### config.mk
export PLATFORM = sky130hd
export DESIGN_NAME = find_sweep_ctrl
export DESIGN_NICKNAME = d
export VERILOG_FILES = /design/src/rtl/find_sweep_ctrl_pkg.sv /design/src/rtl/find_sweep_ctrl_best_tracker.sv /design/src/rtl/find_sweep_ctrl.sv
export SDC_FILE = /design/constraint.sdc
export NUM_CORES = 1
export LEC_CHECK = 0
export CAP_MARGIN = 20
export CORE_MARGIN = 2
export CORE_UTILIZATION = 52
export DETAILED_ROUTE_END_ITERATION = 8
export HOLD_SLACK_MARGIN = 0.12
export PLACE_DENSITY_LB_ADDON = 0.15
export SETUP_SLACK_MARGIN = 0.02
export SLEW_MARGIN = 20
export SYNTH_ARGS = -nofsm -noshare
export SYNTH_HDL_FRONTEND = slang
export SYNTH_SLANG_ARGS = --single-unit
export TNS_END_PERCENT = 5
### constraint.sdc
create_clock -name clk -period 3.3 [get_ports clk]
set_clock_uncertainty 0.2 [all_clocks]
set_input_delay 0.66 -clock clk [delete_from_list [all_inputs] [get_ports clk]]
set_output_delay 0.66 -clock clk [all_outputs]
set_load 0.01 [all_outputs]
### src/rtl/find_sweep_ctrl_pkg.sv
// Shared definitions for the find sweep sequencer: states, status bits, default widths.
package find_sweep_ctrl_pkg;

  // Default widths shared with the find engine
  localparam int unsigned SEQ_WIDTH_DEF  = 8;
  localparam int unsigned E_WIDTH_DEF    = 20;
  localparam int unsigned OFF_WIDTH_DEF  = 7;
  localparam int unsigned RST_CYCLES_DEF = 4;
  localparam int unsigned TO_WIDTH_DEF   = 24;

  // Sequencer state encoding
  localparam int unsigned STATE_WIDTH = 3;

  typedef enum logic [STATE_WIDTH-1:0] {
    ST_IDLE = 3'd0,
    ST_ERST = 3'd1,
    ST_RUN  = 3'd2,
    ST_CAPT = 3'd3,
    ST_NEXT = 3'd4,
    ST_FIN  = 3'd5
  } state_e;

  // Status word layout: {err_range, aborted, timeout_seen}
  localparam int unsigned STATUS_WIDTH = 3;
  localparam int unsigned STAT_ERR     = 2;
  localparam int unsigned STAT_ABT     = 1;
  localparam int unsigned STAT_TO      = 0;

  // Engine is out of reset while it runs and while its result is consumed
  function automatic logic eng_released(input state_e s);
    return (s == ST_RUN) || (s == ST_CAPT) || (s == ST_NEXT);
  endfunction

endpackage

### src/rtl/find_sweep_ctrl_best_tracker.sv
// Keeps the minimum-energy result seen so far; strict compare so ties keep the earlier offset.
module find_sweep_ctrl_best_tracker
  import find_sweep_ctrl_pkg::*;
#(
  parameter int unsigned SEQ_WIDTH = SEQ_WIDTH_DEF,
  parameter int unsigned E_WIDTH   = E_WIDTH_DEF,
  parameter int unsigned OFF_WIDTH = OFF_WIDTH_DEF
) (
  input  logic                 clk,
  input  logic                 rst_n,
  input  logic                 clr,
  input  logic                 cap,
  input  logic [SEQ_WIDTH-1:0] seq,
  input  logic [E_WIDTH-1:0]   e,
  input  logic [OFF_WIDTH-1:0] off,
  output logic                 best_valid,
  output logic [SEQ_WIDTH-1:0] best_seq,
  output logic [E_WIDTH-1:0]   best_e,
  output logic [OFF_WIDTH-1:0] best_off
);

  logic load_c;

  // Load when capturing the first result or a strictly lower energy
  always_comb begin
    load_c = 1'b0;
    if (cap && (!best_valid || (e < best_e))) begin
      load_c = 1'b1;
    end
  end

  // Best-result registers; clear restores the empty (all-ones energy) state
  always_ff @(posedge clk or negedge rst_n) begin
    if (!rst_n) begin
      best_valid <= 1'b0;
      best_seq   <= '0;
      best_e     <= '1;
      best_off   <= '0;
    end else if (clr) begin
      best_valid <= 1'b0;
      best_seq   <= '0;
      best_e     <= '1;
      best_off   <= '0;
    end else if (load_c) begin
      best_valid <= 1'b1;
      best_seq   <= seq;
      best_e     <= e;
      best_off   <= off;
    end
  end

endmodule

### src/rtl/find_sweep_ctrl.sv
// Sweeps a find engine over an offset range, tracking the global minimum-energy result.
module find_sweep_ctrl
  import find_sweep_ctrl_pkg::*;
#(
  parameter int unsigned SEQ_WIDTH  = SEQ_WIDTH_DEF,
  parameter int unsigned E_WIDTH    = E_WIDTH_DEF,
  parameter int unsigned OFF_WIDTH  = OFF_WIDTH_DEF,
  parameter int unsigned RST_CYCLES = RST_CYCLES_DEF,
  parameter int unsigned TO_WIDTH   = TO_WIDTH_DEF
) (
  input  logic                    clk,
  input  logic                    rst_n,
  input  logic                    i_start,
  input  logic                    i_abort,
  input  logic [OFF_WIDTH-1:0]    i_off_first,
  input  logic [OFF_WIDTH-1:0]    i_off_last,
  output logic                    o_busy,
  output logic                    o_done,
  output logic [STATUS_WIDTH-1:0] o_status,
  output logic                    o_best_valid,
  output logic [SEQ_WIDTH-1:0]    o_best_seq,
  output logic [E_WIDTH-1:0]      o_best_e,
  output logic [OFF_WIDTH-1:0]    o_best_off,
  output logic                    o_eng_rst,
  output logic [OFF_WIDTH-1:0]    o_eng_offset,
  input  logic [SEQ_WIDTH-1:0]    i_eng_seq,
  input  logic [E_WIDTH-1:0]      i_eng_e,
  input  logic                    i_eng_done
);

  localparam int unsigned RC_WIDTH = (RST_CYCLES > 1) ? $clog2(RST_CYCLES) : 1;
  localparam logic [RC_WIDTH-1:0] RC_LAST = RC_WIDTH'(RST_CYCLES - 1);
  // Leaving RUN when the counter is one below all-ones bounds RUN to 2^TO_WIDTH-1 cycles
  localparam logic [TO_WIDTH-1:0] WD_PRE = {{(TO_WIDTH-1){1'b1}}, 1'b0};

  state_e                  state_q, state_d;
  logic [OFF_WIDTH-1:0]    cur_q, cur_d;
  logic [OFF_WIDTH-1:0]    last_q, last_d;
  logic [RC_WIDTH-1:0]     rc_q, rc_d;
  logic [TO_WIDTH-1:0]     wd_q, wd_d;
  logic [STATUS_WIDTH-1:0] status_q, status_d;
  logic                    cap_c;
  logic                    clr_c;
  logic                    abortable_c;

  // Next-state, counters, status and capture/clear strobes
  always_comb begin
    state_d     = state_q;
    cur_d       = cur_q;
    last_d      = last_q;
    rc_d        = rc_q;
    wd_d        = wd_q;
    status_d    = status_q;
    cap_c       = 1'b0;
    clr_c       = 1'b0;
    abortable_c = 1'b0;

    unique case (state_q)
      ST_IDLE: begin
        if (i_start) begin
          last_d   = i_off_last;
          status_d = '0;
          clr_c    = 1'b1;
          if (i_off_first > i_off_last) begin
            status_d[STAT_ERR] = 1'b1;
            state_d            = ST_FIN;
          end else begin
            cur_d   = i_off_first;
            rc_d    = '0;
            state_d = ST_ERST;
          end
        end
      end
      ST_ERST: begin
        abortable_c = 1'b1;
        if (rc_q == RC_LAST) begin
          wd_d    = '0;
          state_d = ST_RUN;
        end else begin
          rc_d = rc_q + RC_WIDTH'(1);
        end
      end
      ST_RUN: begin
        abortable_c = 1'b1;
        if (i_eng_done) begin
          state_d = ST_CAPT;
        end else if (wd_q == WD_PRE) begin
          wd_d              = wd_q + TO_WIDTH'(1);
          status_d[STAT_TO] = 1'b1;
          state_d           = ST_NEXT;
        end else begin
          wd_d = wd_q + TO_WIDTH'(1);
        end
      end
      ST_CAPT: begin
        abortable_c = 1'b1;
        cap_c       = 1'b1;
        state_d     = ST_NEXT;
      end
      ST_NEXT: begin
        abortable_c = 1'b1;
        if (cur_q == last_q) begin
          state_d = ST_FIN;
        end else begin
          cur_d   = cur_q + OFF_WIDTH'(1);
          rc_d    = '0;
          state_d = ST_ERST;
        end
      end
      ST_FIN: begin
        state_d = ST_IDLE;
      end
      default: begin
        state_d = ST_IDLE;
      end
    endcase

    // Abort overrides progress but not a capture already under way
    if (abortable_c && i_abort) begin
      status_d[STAT_ABT] = 1'b1;
      cur_d              = cur_q;
      state_d            = ST_FIN;
    end
  end

  // State, counters and registered outputs derived from the next state
  always_ff @(posedge clk or negedge rst_n) begin
    if (!rst_n) begin
      state_q   <= ST_IDLE;
      cur_q     <= '0;
      last_q    <= '0;
      rc_q      <= '0;
      wd_q      <= '0;
      status_q  <= '0;
      o_eng_rst <= 1'b1;
      o_busy    <= 1'b0;
      o_done    <= 1'b0;
    end else begin
      state_q   <= state_d;
      cur_q     <= cur_d;
      last_q    <= last_d;
      rc_q      <= rc_d;
      wd_q      <= wd_d;
      status_q  <= status_d;
      o_eng_rst <= !eng_released(state_d);
      o_busy    <= (state_d != ST_IDLE);
      o_done    <= (state_d == ST_FIN);
    end
  end

  // Offset and status are the registers themselves
  always_comb begin
    o_eng_offset = cur_q;
    o_status     = status_q;
  end

  find_sweep_ctrl_best_tracker #(
    .SEQ_WIDTH (SEQ_WIDTH),
    .E_WIDTH   (E_WIDTH),
    .OFF_WIDTH (OFF_WIDTH)
  ) u_best (
    .clk        (clk),
    .rst_n      (rst_n),
    .clr        (clr_c),
    .cap        (cap_c),
    .seq        (i_eng_seq),
    .e          (i_eng_e),
    .off        (cur_q),
    .best_valid (o_best_valid),
    .best_seq   (o_best_seq),
    .best_e     (o_best_e),
    .best_off   (o_best_off)
  );

endmodule

== After elaboration in Yosys (flattened, before gate mapping) ==
Cells that the tools add are included.

* $add $sub $neg: 3
* Order comparisons: 2
* Equal/unequal tests: 18
* Mux-type cells: 40
* Bitwise gates (word level): 1
* Reduce and logical (&&, ||, !) cells: 23

{| class="wikitable"
|+ Operators by type and width
! operator !! count
|-
| 24-bit two-way mux || 2
|-
| 24-bit one-hot mux with 2 select lines || 1
|-
| 20-bit two-way mux || 2
|-
| 7-bit two-way mux || 5
|-
| 24-bit by 1-bit adder with 24-bit output, second input constant || 1
|-
| 24-bit == test, second input constant || 1
|-
| 3-bit two-way mux || 7
|-
| 20-bit less-than comparator || 1
|-
| 8-bit two-way mux || 2
|-
| 3-bit one-hot mux with 5 select lines || 1
|-
| 2-bit != test, second input constant || 7
|-
| 7-bit one-hot mux with 2 select lines || 1
|-
| 3-bit by 2-bit == test with 1-bit output, second input constant || 4
|-
| 1-bit two-way mux || 12
|-
| 2-bit nonzero test || 6
|-
| 2-bit two-way mux || 5
|-
| 5-bit AND reduction || 2
|-
| 3-bit == test, second input constant || 3
|-
| 7-bit by 1-bit adder with 7-bit output, second input constant || 1
|-
| 7-bit == test || 1
|-
| 7-bit greater-than comparator || 1
|-
| 2-bit one-hot mux with 3 select lines || 1
|-
| 3-bit nonzero test || 2
|-
| 2-bit AND reduction || 2
|-
| 12 further kinds || 16
|}

* Flip-flop bits (word level): 85
* Bits of input ports: 47
* Output and inout port bits: 49
* Word-level logic and storage cells: 102

== Logic depth before layout (Yosys ltp) ==
* Depth after elaboration: 9
* Mapped depth: 10
* Gate-level depth less buffers: 8

== Modules after synthesis ==
Synthesis repeated with hierarchy kept, for this count alone.

* Cell total of the unflattened synthesis: 517
* Area, all modules: 4,968.5 um^2

{| class="wikitable"
|+ By module, submodules not included
! module !! instances !! cells each !! area each (um^2) !! sequential area each (um^2)
|-
| find_sweep_ctrl || 1 || 291 || 2,733.9 || 1,227.4
|-
| find_sweep_ctrl_best_tracker || 1 || 226 || 2,234.6 || 925.9
|}

== Least setup slack after synthesis ==
No wires, ideal clock.

* Path kind: in2reg
* From: input i_eng_e[17]
* To: register u_best.best_off[5]
* Setup time: 0.079 ns
* Data arrival time: 2.540 ns
* Data required time: 3.021 ns
* Slack: 0.481 ns
* Stages: 7
* Buffers on the path: 1
* Cell sequence: ha_1 -> nand4_1 -> or4_1 -> or2_1 -> a41oi_2 -> buf_4 -> mux2i_1

* Word-level cells in the longest chain between the ends: 5

{| class="wikitable"
|+ RTL lines
! element !! RTL line !! text
|-
| start, declared || find_sweep_ctrl.sv:27 || <nowiki>input logic [E_WIDTH-1:0] i_eng_e,</nowiki>
|-
| 20-bit less-than comparator || find_sweep_ctrl_best_tracker.sv:27 || <nowiki>if (cap && (!best_valid || (e < best_e))) begin</nowiki>
|-
| 1-bit logical OR || find_sweep_ctrl_best_tracker.sv:27 ||
|-
| 1-bit logical AND || find_sweep_ctrl_best_tracker.sv:27 ||
|-
| 1-bit two-way mux || find_sweep_ctrl_best_tracker.sv:27 ||
|-
| 2-bit nonzero test (no line) || - ||
|-
| end signal, assigned || find_sweep_ctrl_best_tracker.sv:38 || <nowiki>best_off <= '0;</nowiki>
|-
| end signal, assigned || find_sweep_ctrl_best_tracker.sv:43 || <nowiki>best_off <= '0;</nowiki>
|-
| end signal, assigned || find_sweep_ctrl_best_tracker.sv:48 || <nowiki>best_off <= off;</nowiki>
|-
| end, declared || find_sweep_ctrl_best_tracker.sv:19 || <nowiki>output logic [OFF_WIDTH-1:0] best_off</nowiki>
|}

No other way between the ends.
A chain may end at the register's enable or synchronous reset.

== Worst setup path in the final report ==
* From: input i_eng_e[17]
* To: register u_best.best_off[3]

Same word-level chain as after synthesis.

==> results.json <==
{
  "design.portCount": 96,
  "hold_slack_ns": 0.295,
  "worstMarginPinSlew_ns": 0.616,
  "synth_area_mm2": 0.00471,
  "rsz_0062_raised_after_global_routing": "false",
  "detail-route-antenna-nets": 0,
  "core_area_mm2": 0.00876,
  "synthesis.nets": 567,
  "detailroute.wirelength.met3_um": 541,
  "met1_length_um": 4990,
  "path_max_fanout": 23,
  "design.final.nets": 666,
  "maxCapViolCount": 0,
  "cpPeakStageDelay_ns": 0.55,
  "grt_pass1_wl_um": 18400,
  "timing.hold.worst.class": "flop to flop",
  "tritoncts": "yes",
  "grt_util_all_layers_pct": 22.8,
  "first_global_vias": 3946,
  "reg2reg_slack_ns": 0.50,
  "ys_warn_count": 0,
  "path_delay_family": "simple AND/OR/NAND/NOR gates",
  "multiInputGateArea_mm2": 0.00229,
  "crit_path_cell_trace": "clkdlybuf4s50_1, ha_1, nand4_1, or4_1, or2_1, a41oi_4, buf_12, mux2i_1",
  "fin_crit_sh_pct": 90.4,
  "yosys.cell_types.count": 53,
  "cts_inserted_buffers": 9,
  "timing.slew.headroom_pct": 59.0,
  "num_rows": 34,
  "startpoint_type": "primary input",
  "critical_path.slowest_cell": "or4_1",
  "clkSinkCount": 85,
  "detailed_place_hpwl_um": 7900,
  "met2_length_um": 5090,
  "fin_tns_setup_ns": 0,
  "synthArstFlopShare_pct": 100,
  "clkLatencyLatePin_ns": 0.36,
  "pleak_nw": 2.92,
  "crit_required_ns": 3.38,
  "placement.io_buffers": 95,
  "post_drt_via_cell_ratio": 5.55,
  "netlist_instances": 490,
  "maxClockFrequency_ghz": 0.335,
  "finish.cell_count_without_fillers": 702,
  "worstPathArrival_ns": 3.07,
  "route.final.wire_length_um": 10700,
  "globalRouteOverflowTotal": 0,
  "gp_congestion": 0.831,
  "final-seq-area_mm2": 0.00215,
  "ir_worst_vdd_uv": 479,
  "synthFlopType": "dfrtp_1",
  "initial_utilization_pct": 53.7,
  "cts_root_buf": "clkbuf_8",
  "routed_wire_length_per_instance_um": 15.3,
  "worst_setup_path_end_kind": "flop",
  "cts_max_level": 3,
  "outcome": "completed",
  "num-fill-cells": 716,
  "critPathBufInv": 2,
  "clk_path_buf_depth": 2,
  "post-place-cells": 685,
  "clock_slew_seen_by_the_registers_of_the_worst_setup_and_hold_paths_ns": 0.09,
  "dieArea_mm2": 0.00983,
  "synth_enable_flop_cells": 0,
  "time_the_final_worst_path_needs_with_i_o_delays_and_setup_ns": 2.98,
  "route.detailed.drc": 0,
  "drtPass1Iterations": 4,
  "report.final.slew_viol_count": 0,
  "setup_violations": 0,
  "maxUsedRoutingLayer": "met4",
  "number_of_storage_elements_in_the_synthesis_netlist": 85,
  "place_ws_ns": -0.0497,
  "postCtsSetupRepairBufs": 0,
  "pwr_density_cell_mw_per_mm2": 559,
  "postLayoutSetupSlackWorst_ns": 0.317,
  "crit_type": "primary input to flop",
  "post_synth.cell_area_avg_um2": 9.61,
  "timing_hold_violations_final": 0,
  "drt_first_iter_violations": 181,
  "seq_area_frac_synth_pct": 45.7,
  "die_height_um": 99.2,
  "antenna_cells_inserted": 0,
  "grt_antenna_before_repair": 0,
  "grt_max_degree": 52,
  "layout-drive-gt1-share_pct": 10.8,
  "die-width_um": 99.2,
  "area_delta_synth_final_pct": 29.1,
  "via_count": 3898
}
[final timing paths]
path	start	to	cells after the start
worst min-delay path	o_status[2]	o_status[2]	2
worst max-delay path	i_eng_e[17]	u_best.best_off[3]	8
worst min register to register	o_status[2]	o_status[2]	2
min in group asynchronous	rst_n	wd_q[14]	2
max in group asynchronous	rst_n	u_best.best_e[14]	3
worst max register to register	u_best.best_e[17]	u_best.best_off[3]	8
[metal layers]
| metal | up-vias | GRT usage (%) |
|---|---|---|
| met5 | - | 0 |
| met3 | 10 | 4.15 |
| met1 | 1874 | 30.7 |
| li1 | 1923 | - |
| met4 | 0 | 7.06 |
| met2 | 91 | 37.8 |
[through the flow]
stage / util, % / instance area (um2) / total power, mW
2_1_floorplan: - / 4710 / 2.11
3_3_place_gp: 66.9 / 5860 / 2.58
3_5_place_dp: 66.9 / 5860 / 2.63
4_1_cts: 69.4 / 6080 / 3.42
5_1_grt: 69.4 / 6080 / 3.62
6_report: 69.4 / 6080 / 3.40
[state kept, by name, summed over array words and instances, names as in the netlist]
| register | count |
|---|---|
| u_best.best_off | 7 |
| u_best.best_seq | 8 |
| rc_q | 2 |
| u_best.best_e | 20 |
| o_eng_offset | 7 |
| last_q | 7 |
| u_best.best_valid | 1 |
| wd_q | 24 |
| o_eng_rst | 1 |
| state_q | 3 |
| o_status | 3 |
| o_busy | 1 |
| o_done | 1 |
[Yosys cell counts, types with 5 or more instances]
cell type	n	area (um2)
nor2_1	35	131
nand3_1	15	75.1
o32a_1	20	200
clkbuf_1	15	56.3
a21oi_1	25	125
ha_1	30	375
dfrtp_1	64	1600
dfstp_2	21	552
a31oi_1	8	50.1
nand2_1	47	176
nand4_1	14	87.6
and2_1	7	43.8
buf_2	5	25.0
mux2i_1	16	160
o21ai_0	26	130
xnor2_1	6	52.6
inv_1	52	195
nand2b_1	5	31.3
or3_1	6	37.5
xor2_1	18	158
nor2b_1	5	31.3
[layout make-up]
type                            instances  area share [%]
Clock buffer                           10            2.26
Clock inverter                          6            1.17
Inverter                               52            3.21
Timing Repair Buffer                  110            18.1
Sequential cell                        85            35.4
Tap cell                              108            2.22
Multi-Input combinational cell        331            37.6
[timing repair]
| action | 4_1_cts | 5_1_grt |
|---|---|---|
| endpoints found under the hold margin | 26 | 0 |
| hold buffers | 1 | 0 |
| gates resized for setup | 0 | 0 |
| setup endpoints to repair | 0 | 0 |
[power by group]
part / switching [mW] / total, mW / internal, mW
Sequential: 0.218 / 1.45 / 1.23
Combinational: 0.593 / 1.16 / 0.570
Clock: 0.410 / 0.786 / 0.376
Total: 1.22 / 3.40 / 2.18
[cell families after synthesis]
logic type | count (synthesis) | share of synthesized area (%)
compound gates | 104 | 15.5
simple gates | 155 | 16.3
mux | 18 | 3.88
fa+ha+maj | 30 | 7.97
xor+xnor | 24 | 4.46
flops | 85 | 45.7
buf+inv | 74 | 6.19
[cell usage in the layout, fill, tap and decap left out, drive strengths merged, types with 3 or more instances in the layout]
cell type,n
xnor2,6
nor4,5
nor3,4
or3,6
nand4,14
ha,30
dfstp,21
nor2,35
and3,4
nand2b,5
a21oi,26
nor2b,5
clkdlybuf4s50,94
inv,53
a21o,3
nand3,17
buf,15
o32a,20
and2,7
mux2i,16
a31oi,8
nand2,47
xor2,18
clkbuf,10
o21ai,27
dfrtp,64
[tightest hold or removal path, stage by stage (launching register included)]
cell and delay, ns:
dfrtp_1 0.35, nand2_1 0.05, nand2_1 0.06
Note: power is estimated with default switching activity, not from simulation.
